`src/rtl/dfm_pkg.sv`:
```
// Shared types and constants for the frequency-measurement path.
// Used by freq_calc and its divider; REF_CLK_FREQ default also feeds gate-time config.
package dfm_pkg;

  typedef enum logic [1:0] {
    IDLE = 2'd0,
    LOAD = 2'd1,
    DIV  = 2'd2,
    DONE = 2'd3
  } freq_calc_state_t;

  // Bit positions inside freq_err_o
  localparam int FREQ_ERR_DIV0 = 0;
  localparam int FREQ_ERR_SAT  = 1;
  localparam int FREQ_ERR_OVR  = 2;

  localparam logic [31:0] DFM_REF_CLK_FREQ = 32'd100_000_000;

  // Clamp a 64-bit quotient into the 32-bit frequency word.
  function automatic logic [31:0] sat_u64_to_u32(input logic [63:0] value);
    return (value[63:32] != 32'd0) ? 32'hFFFF_FFFF : value[31:0];
  endfunction

endpackage

```
`src/rtl/freq_calc_seq_div.sv`:
```
// Fixed-latency restoring divider, 64-bit dividend by 32-bit divisor, one quotient bit per cycle.
// done is asserted during the 64th iteration; quotient is final on the following cycle.
module seq_div_u64_u32 (
  input  logic        clk_i,
  input  logic        rst_i,
  input  logic        start,
  input  logic [63:0] dividend,
  input  logic [31:0] divisor,
  output logic        done,
  output logic [63:0] quotient
);

  logic [63:0] dvd_reg;
  logic [31:0] dvs_reg;
  logic [31:0] rem_reg;
  logic [63:0] quo_reg;
  logic [5:0]  cnt_reg;
  logic        active_reg;

  logic [32:0] rem_shift;
  logic [32:0] rem_sub;
  logic        rem_ge;

  // The stored remainder is always below the divisor, so 32 bits hold it;
  // the 33-bit value only exists after shifting in the next dividend bit.
  always_comb begin
    rem_shift = {rem_reg, dvd_reg[63]};
    rem_ge    = (rem_shift >= {1'b0, dvs_reg});
    rem_sub   = rem_shift - {1'b0, dvs_reg};
  end

  always_ff @(posedge clk_i) begin
    if (rst_i) begin
      dvd_reg    <= '0;
      dvs_reg    <= '0;
      rem_reg    <= '0;
      quo_reg    <= '0;
      cnt_reg    <= '0;
      active_reg <= 1'b0;
    end else if (start) begin
      dvd_reg    <= dividend;
      dvs_reg    <= divisor;
      rem_reg    <= '0;
      quo_reg    <= '0;
      cnt_reg    <= '0;
      active_reg <= 1'b1;
    end else if (active_reg) begin
      dvd_reg <= {dvd_reg[62:0], 1'b0};
      rem_reg <= rem_ge ? rem_sub[31:0] : rem_shift[31:0];
      quo_reg <= {quo_reg[62:0], rem_ge};
      cnt_reg <= cnt_reg + 6'd1;
      if (cnt_reg == 6'd63) begin
        active_reg <= 1'b0;
      end
    end
  end

  assign done     = active_reg && (cnt_reg == 6'd63);
  assign quotient = quo_reg;

endmodule

```
`src/rtl/freq_calc.sv`:
```
// Converts a (ref_cnt, sig_cnt) gate measurement into Hz = sig_cnt * REF_CLK_FREQ / ref_cnt.
// Optional macro FREQ_CALC_ROUND_EN: round to nearest instead of truncating.
module freq_calc
  import dfm_pkg::*;
#(
  parameter logic [31:0] REF_CLK_FREQ = DFM_REF_CLK_FREQ
) (
  input  logic        clk_i,
  input  logic        rst_i,
  input  logic        meas_valid_i,
  input  logic [63:0] meas_data_i,
  output logic        freq_valid_o,
  output logic [31:0] freq_data_o,
  output logic [2:0]  freq_err_o,
  output logic        busy_o
);

  freq_calc_state_t state_reg, state_next;

  logic [31:0] ref_cnt_reg;
  logic [31:0] sig_cnt_reg;
  logic        ovr_reg;
  logic        freq_valid_reg;
  logic [31:0] freq_data_reg;
  logic [2:0]  freq_err_reg;

  logic        div_start;
  logic        div_done;
  logic [63:0] div_quotient;
  logic [63:0] product;
  logic [63:0] dividend;
  logic        ref_zero;
  logic [31:0] result_data;
  logic [2:0]  result_err;

  assign ref_zero  = (ref_cnt_reg == 32'd0);
  assign div_start = (state_reg == LOAD);

  // Operands are registered at capture, so the multiply has a full cycle in LOAD.
  always_comb begin
    product = 64'(sig_cnt_reg) * 64'(REF_CLK_FREQ);
`ifdef FREQ_CALC_ROUND_EN
    dividend = ref_zero ? product : (product + 64'(ref_cnt_reg >> 1));
`else
    dividend = product;
`endif
  end

  seq_div_u64_u32 u_div (
    .clk_i    (clk_i),
    .rst_i    (rst_i),
    .start    (div_start),
    .dividend (dividend),
    .divisor  (ref_cnt_reg),
    .done     (div_done),
    .quotient (div_quotient)
  );

  always_comb begin
    state_next = state_reg;
    case (state_reg)
      IDLE:    if (meas_valid_i) state_next = LOAD;
      LOAD:    state_next = DIV;
      DIV:     if (div_done) state_next = DONE;
      DONE:    state_next = IDLE;
      default: state_next = IDLE;
    endcase
  end

  // A strobe arriving in DONE is also dropped, so it counts towards this result.
  always_comb begin
    result_err                = '0;
    result_err[FREQ_ERR_DIV0] = ref_zero;
    result_err[FREQ_ERR_SAT]  = !ref_zero && (div_quotient[63:32] != 32'd0);
    result_err[FREQ_ERR_OVR]  = ovr_reg || meas_valid_i;
    result_data               = ref_zero ? 32'd0 : sat_u64_to_u32(div_quotient);
  end

  always_ff @(posedge clk_i) begin
    if (rst_i) begin
      state_reg      <= IDLE;
      ref_cnt_reg    <= '0;
      sig_cnt_reg    <= '0;
      ovr_reg        <= 1'b0;
      freq_valid_reg <= 1'b0;
      freq_data_reg  <= '0;
      freq_err_reg   <= '0;
    end else begin
      state_reg      <= state_next;
      freq_valid_reg <= 1'b0;
      if (meas_valid_i) begin
        if (state_reg == IDLE) begin
          ref_cnt_reg <= meas_data_i[63:32];
          sig_cnt_reg <= meas_data_i[31:0];
          ovr_reg     <= 1'b0;
        end else begin
          ovr_reg <= 1'b1;
        end
      end
      if (state_reg == DONE) begin
        freq_valid_reg <= 1'b1;
        freq_data_reg  <= result_data;
        freq_err_reg   <= result_err;
      end
    end
  end

  assign freq_valid_o = freq_valid_reg;
  assign freq_data_o  = freq_data_reg;
  assign freq_err_o   = freq_err_reg;
  assign busy_o       = (state_reg != IDLE);

endmodule

```
`config.mk`:
```
export PLATFORM = sky130hd
export DESIGN_NAME = freq_calc
export DESIGN_NICKNAME = d
export VERILOG_FILES = /design/src/rtl/dfm_pkg.sv /design/src/rtl/freq_calc_seq_div.sv /design/src/rtl/freq_calc.sv
export SDC_FILE = /design/constraint.sdc
export NUM_CORES = 1
export LEC_CHECK = 0
export ABC_AREA = 1
export CORE_ASPECT_RATIO = 1.75
export CORE_MARGIN = 1.5
export CORE_UTILIZATION = 45
export DETAILED_ROUTE_END_ITERATION = 7
export PLACE_DENSITY_LB_ADDON = 0.1
export SYNTH_ARGS = -nofsm -noshare
export SYNTH_HDL_FRONTEND = slang
export SYNTH_SLANG_ARGS = --single-unit
```
`constraint.sdc`:
```
create_clock -name clk_i -period 5.6 [get_ports clk_i]
set_input_delay 1.12 -clock clk_i [delete_from_list [all_inputs] [get_ports clk_i]]
set_output_delay 1.12 -clock clk_i [all_outputs]
set_load 0.02 [all_outputs]
```
# == Word level (Yosys, flattened, before mapping) ==
# Cells that the tools add are included.
# totals
reg_bits,294
latchBits,0
mem_bits_rw,0
mem_bits_ro,0
input_bits,67
out_inout_bits,37
wordCells,49
memories,0
# op_classes
addsub,2
multipliers,1
div,0
order_cmp,1
n_eq_ne,6
n_shift,0
n_mux,13
n_bitwise,0
n_reduce_logical,12
# op_table
operator,count
$mux W59,2
$mux W32,3
$mul A32 B19 Y51 const B,1
$ge A33 B32 Y1,1
$logic_not A32 Y1,1
$reduce_bool A32 Y1,1
$sub A32 B32 Y32,1
$pmux W2 S4,1
$add A6 B1 Y6 const B,1
$eq A6 B6 Y1 const B,1
$mux W1,5
$eq A2 B2 Y1 const B,2
$mux W2,2
$ne A2 B2 Y1 const B,2
$reduce_and A2 Y1,2
$reduce_bool A2 Y1,2
$eq A2 B1 Y1 const B,1
$logic_and A1 B1 Y1,2
$logic_not A2 Y1,1
$reduce_or A2 Y1,1
$logic_not A1 Y1,1
$logic_or A1 B1 Y1,1

# == Logic depth before layout (Yosys ltp) ==
# Gate-level depths: netlist of the first run.
# depth
ltp_word,4
ltp_mapped,27
ltp_nobuf,27

# == Modules after synthesis ==
# Synthesis of the first run repeated with hierarchy kept, for this count alone.
# unflattened
hier_cells,3606
area_unflattened_um2,26930.8
# by_module_without_submodules
mod,instances,cells_per_inst,area_per_inst_um2,seq_area_each_um2
freq_calc,1,2122,16801.1,2062.0
seq_div_u64_u32,1,1484,10129.7,3983.8

# == Worst setup path before layout of the first run ==
# OpenSTA, ideal clock, no wires.
# synth_path
path_type,reg2reg
from,register sig_cnt_reg[5]
to,register u_div.dvd_reg[50]
setup_time_ps,132
t_arrival_ps,5072
required_time_ps,5468
slack_ps,395
stages_incl_launch_ff,22
path_buffers,0
synth_period_minus_slack_ps,5205
path_cell_list,dfxtp_1 inv_1 fa_1 fa_1 inv_1 fa_1 fa_1 fa_1 inv_1 fa_1 inv_1 ha_1 nand2_1 nor2_1 and2_1 nand4_1 nand3_1 nand2_1 nand3_1 nand3_1 nand2_1 a21oi_1
# synth_between
elab_chain_len,2
# synth_lines
item,line_no,text
start: declaration,freq_calc.sv:21,logic [31:0] sig_cnt_reg;
start signal: assignment,freq_calc.sv:94,sig_cnt_reg <= meas_data_i[31:0];
$mul A32 B19 Y51,freq_calc.sv:41,product = 64'(sig_cnt_reg) * 64'(REF_CLK_FREQ);
$mux W59,freq_calc_seq_div.sv:40,end else if (start) begin
end signal: assignment,freq_calc_seq_div.sv:41,dvd_reg <= dividend;
end signal: assignment,freq_calc_seq_div.sv:48,"dvd_reg <= {dvd_reg[62:0], 1'b0};"
end: declaration,freq_calc_seq_div.sv:13,logic [63:0] dvd_reg;
# Every way passes these cells.
# A chain may end at the register's enable or synchronous reset.

# == Worst setup path in the final report of the first run ==
# layout_path
from,register sig_cnt_reg[6]
to,register u_div.dvd_reg[55]
# Same word-level chain as after synthesis.

==> results.yml, run 1 <==
global_routing:
  grt_max_degree: 94
  antenna_found_initial: 0
  grt_first_pass_wirelength_um: 130000
  grt_pass1_vias: 24400
  grtUsageTotal: 0.278
  overflow: 0
synth:
  yosys.area.top_type: "dfxtp_1"
  synth_compound_area_frac: 0.105
  yosys_register_bits: 294
  synth_fa_ha_area_frac: 0.327
  synth_top_cells_by_area: "dfxtp_1 22%, fa_1 20%, ha_1 13%"
  yosys.area_share.simple: 0.205
  async_reset_ff_frac: 0
  synth_top_flop_cell: "dfxtp_1"
  synth_xor_area_frac: 0.0215
  synth_top_family_by_area: "adder cells"
  yosysUniqueCellTypes: 45
  synth_edf_count: 0
  syn_inst: 3564
  syn-cell-area_mm2: 0.0265
  synth_nets: 4163
  synth_warnings: 0
  synth.top_cell.area_share: 0.222
  syn_avg_cell_area_um2: 7.44
  synth_seq_area_share: 0.222
  muxShareOfSynthArea: 0
critical_path:
  cp-start-kind: "flip-flop"
  required_ns: 6.03
  cp_max_fo: 7
  end_kind: "flip-flop"
  slowest_stage: "fa_1"
  path_class: "flip-flop to flip-flop"
  critical_path.cell_chain: "buf_4, ha_4, fa_1, inv_1, fa_1, fa_1, inv_1, fa_1, inv_1, fa_1, inv_1, ha_2, nand2_1, nor2_1, nand2_1, nand2_1, nand2_1, nand3_1, buf_4, nand2_1, nand3_1, nand3_1, nand2_1, a21oi_1"
  critPathMaxStageDelay_ns: 0.54
  cp.arrival_ns: 5.79
  cp_common_cell: "nand2_1"
  critPathTopFamily: "adder cells"
  crit_buf_inv: 6
timing:
  period_share: 0.957
  tightest_slew_ns: 1.18
  period_needed_ns: 5.36
  setup_viol: 0
  skew_ns: 0.0221
  final-max-slew-violation-count: 0
  fmax_mhz: 187
  maxSlewHeadroom: 0.215
  hold_violations: 0
detailed_routing:
  viasPerCell: 5.04
  vias: 22900
  ant_nets: 0
  wl_per_cell_um: 18.1
  drt_iter0_markers: 954
  drt_pass1_iterations: 5
  drc: 0
  drt_wl_total_um: 82000
clock_tree:
  cts_hold_buf: 0
  cts-root-buf: "clkbuf_16"
  path_clk_slew_ns: 0.06
  clk_path_buf_depth: 3
  numCtsBuffers: 34
  ctsHtreeMaxLevel: 2
  clock_latency_ns: 0.59
  cts_tree: "built"
  cts_num_sinks: 294
final_layout:
  final_common_cell: "nand2_1"
  final_util: 0.536
  final_layout_size_suffix_gt1_frac: 0.101
  final_cell_mix: "805 x nand2_1, 695 x inv_1, 285 x dfxtp_1"
  syn_to_final_growth_pct: 17.9
  n_antenna_cell: 0
  fin_nets: 4344
  largest_reg_flops: 64
floorplan:
  start_util: 0.455
  core_mm2: 0.0583
  rows: 117
  die_w_um: 186
  dieArea_mm2: 0.0604
  pin_count: 104
  die_h_um: 324
placed_design:
  place_congestion: 0.967
  io_buffers: 103
  hpwl_um: 66300
run_status:
  status: "finished clean"
run:
  max_cap_viol_count: 0
min_path:
  hold_class: "flip-flop to flip-flop"
## synthesized netlist by cell type (2+ instances only)
cell type    n
o221ai_1     3
buf_1        8
nand3_1    135
nand2_2      5
xor2_1      55
o21ai_0    209
nor2_4       2
o21bai_1    14
a211oi_1     2
a21oi_1    262
ha_1       265
xnor2_1     10
nor3_1      14
dfxtp_1    294
and2_1       4
nand4_1     49
buf_2       10
inv_1      715
fa_1       267
a31oi_1      2
a221oi_1     3
nand3_2     12
o211ai_1     2
nor2_2       6
clkbuf_1    94
a21o_1      24
nor4_1      13
clkinv_1     2
inv_2        3
nor2_1     238
nand2_1    825
nand3b_1     4
## kinds of logic after synthesis
family                     after synthesis
adders and majority gates              532
and+or+nand+nor                       1311
xor gates and xnor gates                65
DFF                                    294
buffers and inverters                  835
AOI/OAI and AO/OA                      527
## worst min-delay path, stage by stage, from the launching register on
cell and delay, ns:
dfxtp_1 0.31, nand2_1 0.06, a21oi_1 0.05
## through the flow
stage	hold WS (ns)	area, um2	TNS, ns	setup slack, ns	instances
4_1_cts	0.467	30600	-0.0262	-0.0148	4539
3_5_place_dp	0.457	29300	-1.56	-0.257	4479
5_1_grt	0.479	31300	-0.0418	-0.0214	4542
2_1_floorplan	0.433	26500	0	0.395	3564
6_report	0.462	31300	0	0.243	4542
3_3_place_gp	0.451	29300	-1.63	-0.269	4479
## routing by layer
metal  global-route usage  vias to the layer above  routed length, um
li1                     -                    11400                  -
met1                0.263                    10900              28400
met2                0.578                      414              46500
met3               0.0252                      190               2020
met4                0.149                        0               5110
met5                    0                        -                  0
## repair_timing
item	CTS	global route
resized for setup	17	137
setup buffers	0	3
setup endpoints to repair	15	31
cloned	0	0
pin swaps	0	39
## cell type report
type	count	area, um2
tap	773	967
sequential	294	5900
fill	5862	27000
clock buffer	46	966
inverter	720	2710
timing repair buffer	260	2280
multi-input combinational	2435	18100
clock inverter	14	328
## final timing paths
kind	startpoint	end	slack, ns	cells after the start
setup / recovery	sig_cnt_reg[6]	u_div.dvd_reg[55]	0.24	24
hold / removal	freq_data_o[4]	freq_data_o[4]	0.46	2
setup reg to reg	sig_cnt_reg[6]	u_div.dvd_reg[55]	0.24	24
hold reg to reg	freq_data_o[4]	freq_data_o[4]	0.46	2
Power of run 1 is left out: the tool's default activity adds up to more than one toggle a clock period on the data nets, which glitch-free logic cannot reach.
==> run 2, diff against run 1 <==
--- a/config.mk
+++ b/config.mk
@@ -10,7 +10,6 @@
 export CORE_MARGIN = 1.5
 export CORE_UTILIZATION = 45
 export DETAILED_ROUTE_END_ITERATION = 7
-export PLACE_DENSITY_LB_ADDON = 0.1
 export SYNTH_ARGS = -nofsm -noshare
 export SYNTH_HDL_FRONTEND = slang
 export SYNTH_SLANG_ARGS = --single-unit
==> results.yml, run 2 (synthesized netlist as in run 1, its figures left out) <==
run_status:
  status: "finished clean"
min_path:
  hold_class: "flip-flop to flip-flop"
  holdPathEnd: "u_div.dvd_reg[59]"
  hold_depth: 2
  hp-start: "u_div.dvd_reg[59]"
global_routing:
  overflow: 0
  grt_first_pass_wirelength_um: 126000
  antenna_found_initial: 1
  grt_max_degree: 109
  grt_pass1_vias: 24000
  grtUsageTotal: 0.266
clock_tree:
  cts_num_sinks: 294
  numCtsBuffers: 34
  path_clk_slew_ns: 0.06
  cts_hold_buf: 0
  cts-root-buf: "clkbuf_16"
  clock_latency_ns: 0.57
  cts_tree: "built"
  clk_path_buf_depth: 3
  ctsHtreeMaxLevel: 2
timing:
  hold_slack_ns: 0.461
  fmax_mhz: 186
  hold_violations: 0
  tightest_slew_ns: 1.06
  final-max-slew-violation-count: 0
  period_needed_ns: 5.39
  period_share: 0.963
  maxSlewHeadroom: 0.292
  setup_viol: 0
  skew_ns: 0.0184
detailed_routing:
  ant_nets: 0
  drt_wl_total_um: 77800
  met3_length_um: 1870
  wl_per_cell_um: 17.2
  wirelength_met1_um: 27100
  viasPerCell: 5.02
  wl_met2_um: 42800
  drc: 0
  drt_iter0_markers: 893
  vias: 22700
  drt_pass1_iterations: 5
  top_layer: "met4"
critical_path:
  r2r_start: "sig_cnt_reg[6]"
  path_class: "flip-flop to flip-flop"
  rr_endpoint: "u_div.dvd_reg[52]"
  required_ns: 6.03
  end_kind: "flip-flop"
  critPathMaxStageDelay_ns: 0.54
  cp_common_cell: "nand2_1"
  slowest_stage: "fa_1"
  cp-start-kind: "flip-flop"
  cp.arrival_ns: 5.82
  cp_max_fo: 4
  rr_worst_depth: 26
  r2r_setup_slack_ns: 0.21
placed_design:
  io_buffers: 103
  place_congestion: 0.995
  hpwl_um: 62000
final_layout:
  largest_reg_flops: 64
  n_antenna_cell: 0
  final_layout_size_suffix_gt1_frac: 0.0937
  final_cell_mix: "800 x nand2_1, 701 x inv_1, 286 x dfxtp_1"
  final_common_cell: "nand2_1"
  syn_to_final_growth_pct: 16.5
  fin_nets: 4321
floorplan:
  dieArea_mm2: 0.0604
  rows: 117
  die_h_um: 324
  start_util: 0.455
  pin_count: 104
  die_w_um: 186
  core_mm2: 0.0583
run:
  max_cap_viol_count: 0
run 2: stage by stage:
stage          setup TNS [ns]  setup WS, ns  cell area (um2)  utilization  std cells
2_1_floorplan               0         0.395            26500            -       3564
3_3_place_gp          -0.0752       -0.0560            29100        0.499       4458
3_5_place_dp           -0.104       -0.0478            29100        0.499       4458
4_1_cts                     0       0.00342            30300        0.520       4518
5_1_grt               -0.0476       -0.0220            30900        0.530       4519
6_report                    0         0.210            30900        0.530       4519
run 2: how the worst max path moves through the flow:
stage	startpoint	endpoint	slack, ns	cells after the start
floorplan	sig_cnt_reg[5]	u_div.dvd_reg[50]	0.40	21
global placement	sig_cnt_reg[6]	u_div.dvd_reg[38]	-0.06	24
detailed placement	sig_cnt_reg[6]	u_div.dvd_reg[38]	-0.05	24
CTS	sig_cnt_reg[6]	u_div.dvd_reg[38]	0.003	24
global route	sig_cnt_reg[9]	u_div.dvd_reg[52]	-0.02	26
finish	sig_cnt_reg[6]	u_div.dvd_reg[52]	0.21	26
run 2: timing repair:
action / CTS / global route
gates resized for setup: 3 / 150
setup buffers: 0 / 1
pin swaps: 0 / 26
setup endpoints to repair: 8 / 31
run 2: critical path: cells and delay by family (launching register included):
kind                       cells  cell delay, ns
buffers and inverters          7            0.65
DFF                            1            0.33
adders and majority gates      7            3.04
AOI/OAI and AO/OA              3            0.42
and+or+nand+nor                9            0.80
run 2: area by class of cell:
cell class | count | area [um2]
repair buffers | 237 | 2070
clock buffers | 45 | 962
flip-flops and latches | 294 | 5900
fillers | 5879 | 27400
multi-input cells | 2435 | 18100
clock inverters | 15 | 216
well taps | 773 | 967
inverters | 720 | 2710
run 2: layer usage:
layer / GRT usage / up-vias
met5: 0 / -
met4: 0.185 / 0
met3: 0.0229 / 248
met2: 0.536 / 462
met1: 0.249 / 10600
li1: - / 11400
Power of run 2 is left out for the same reason.
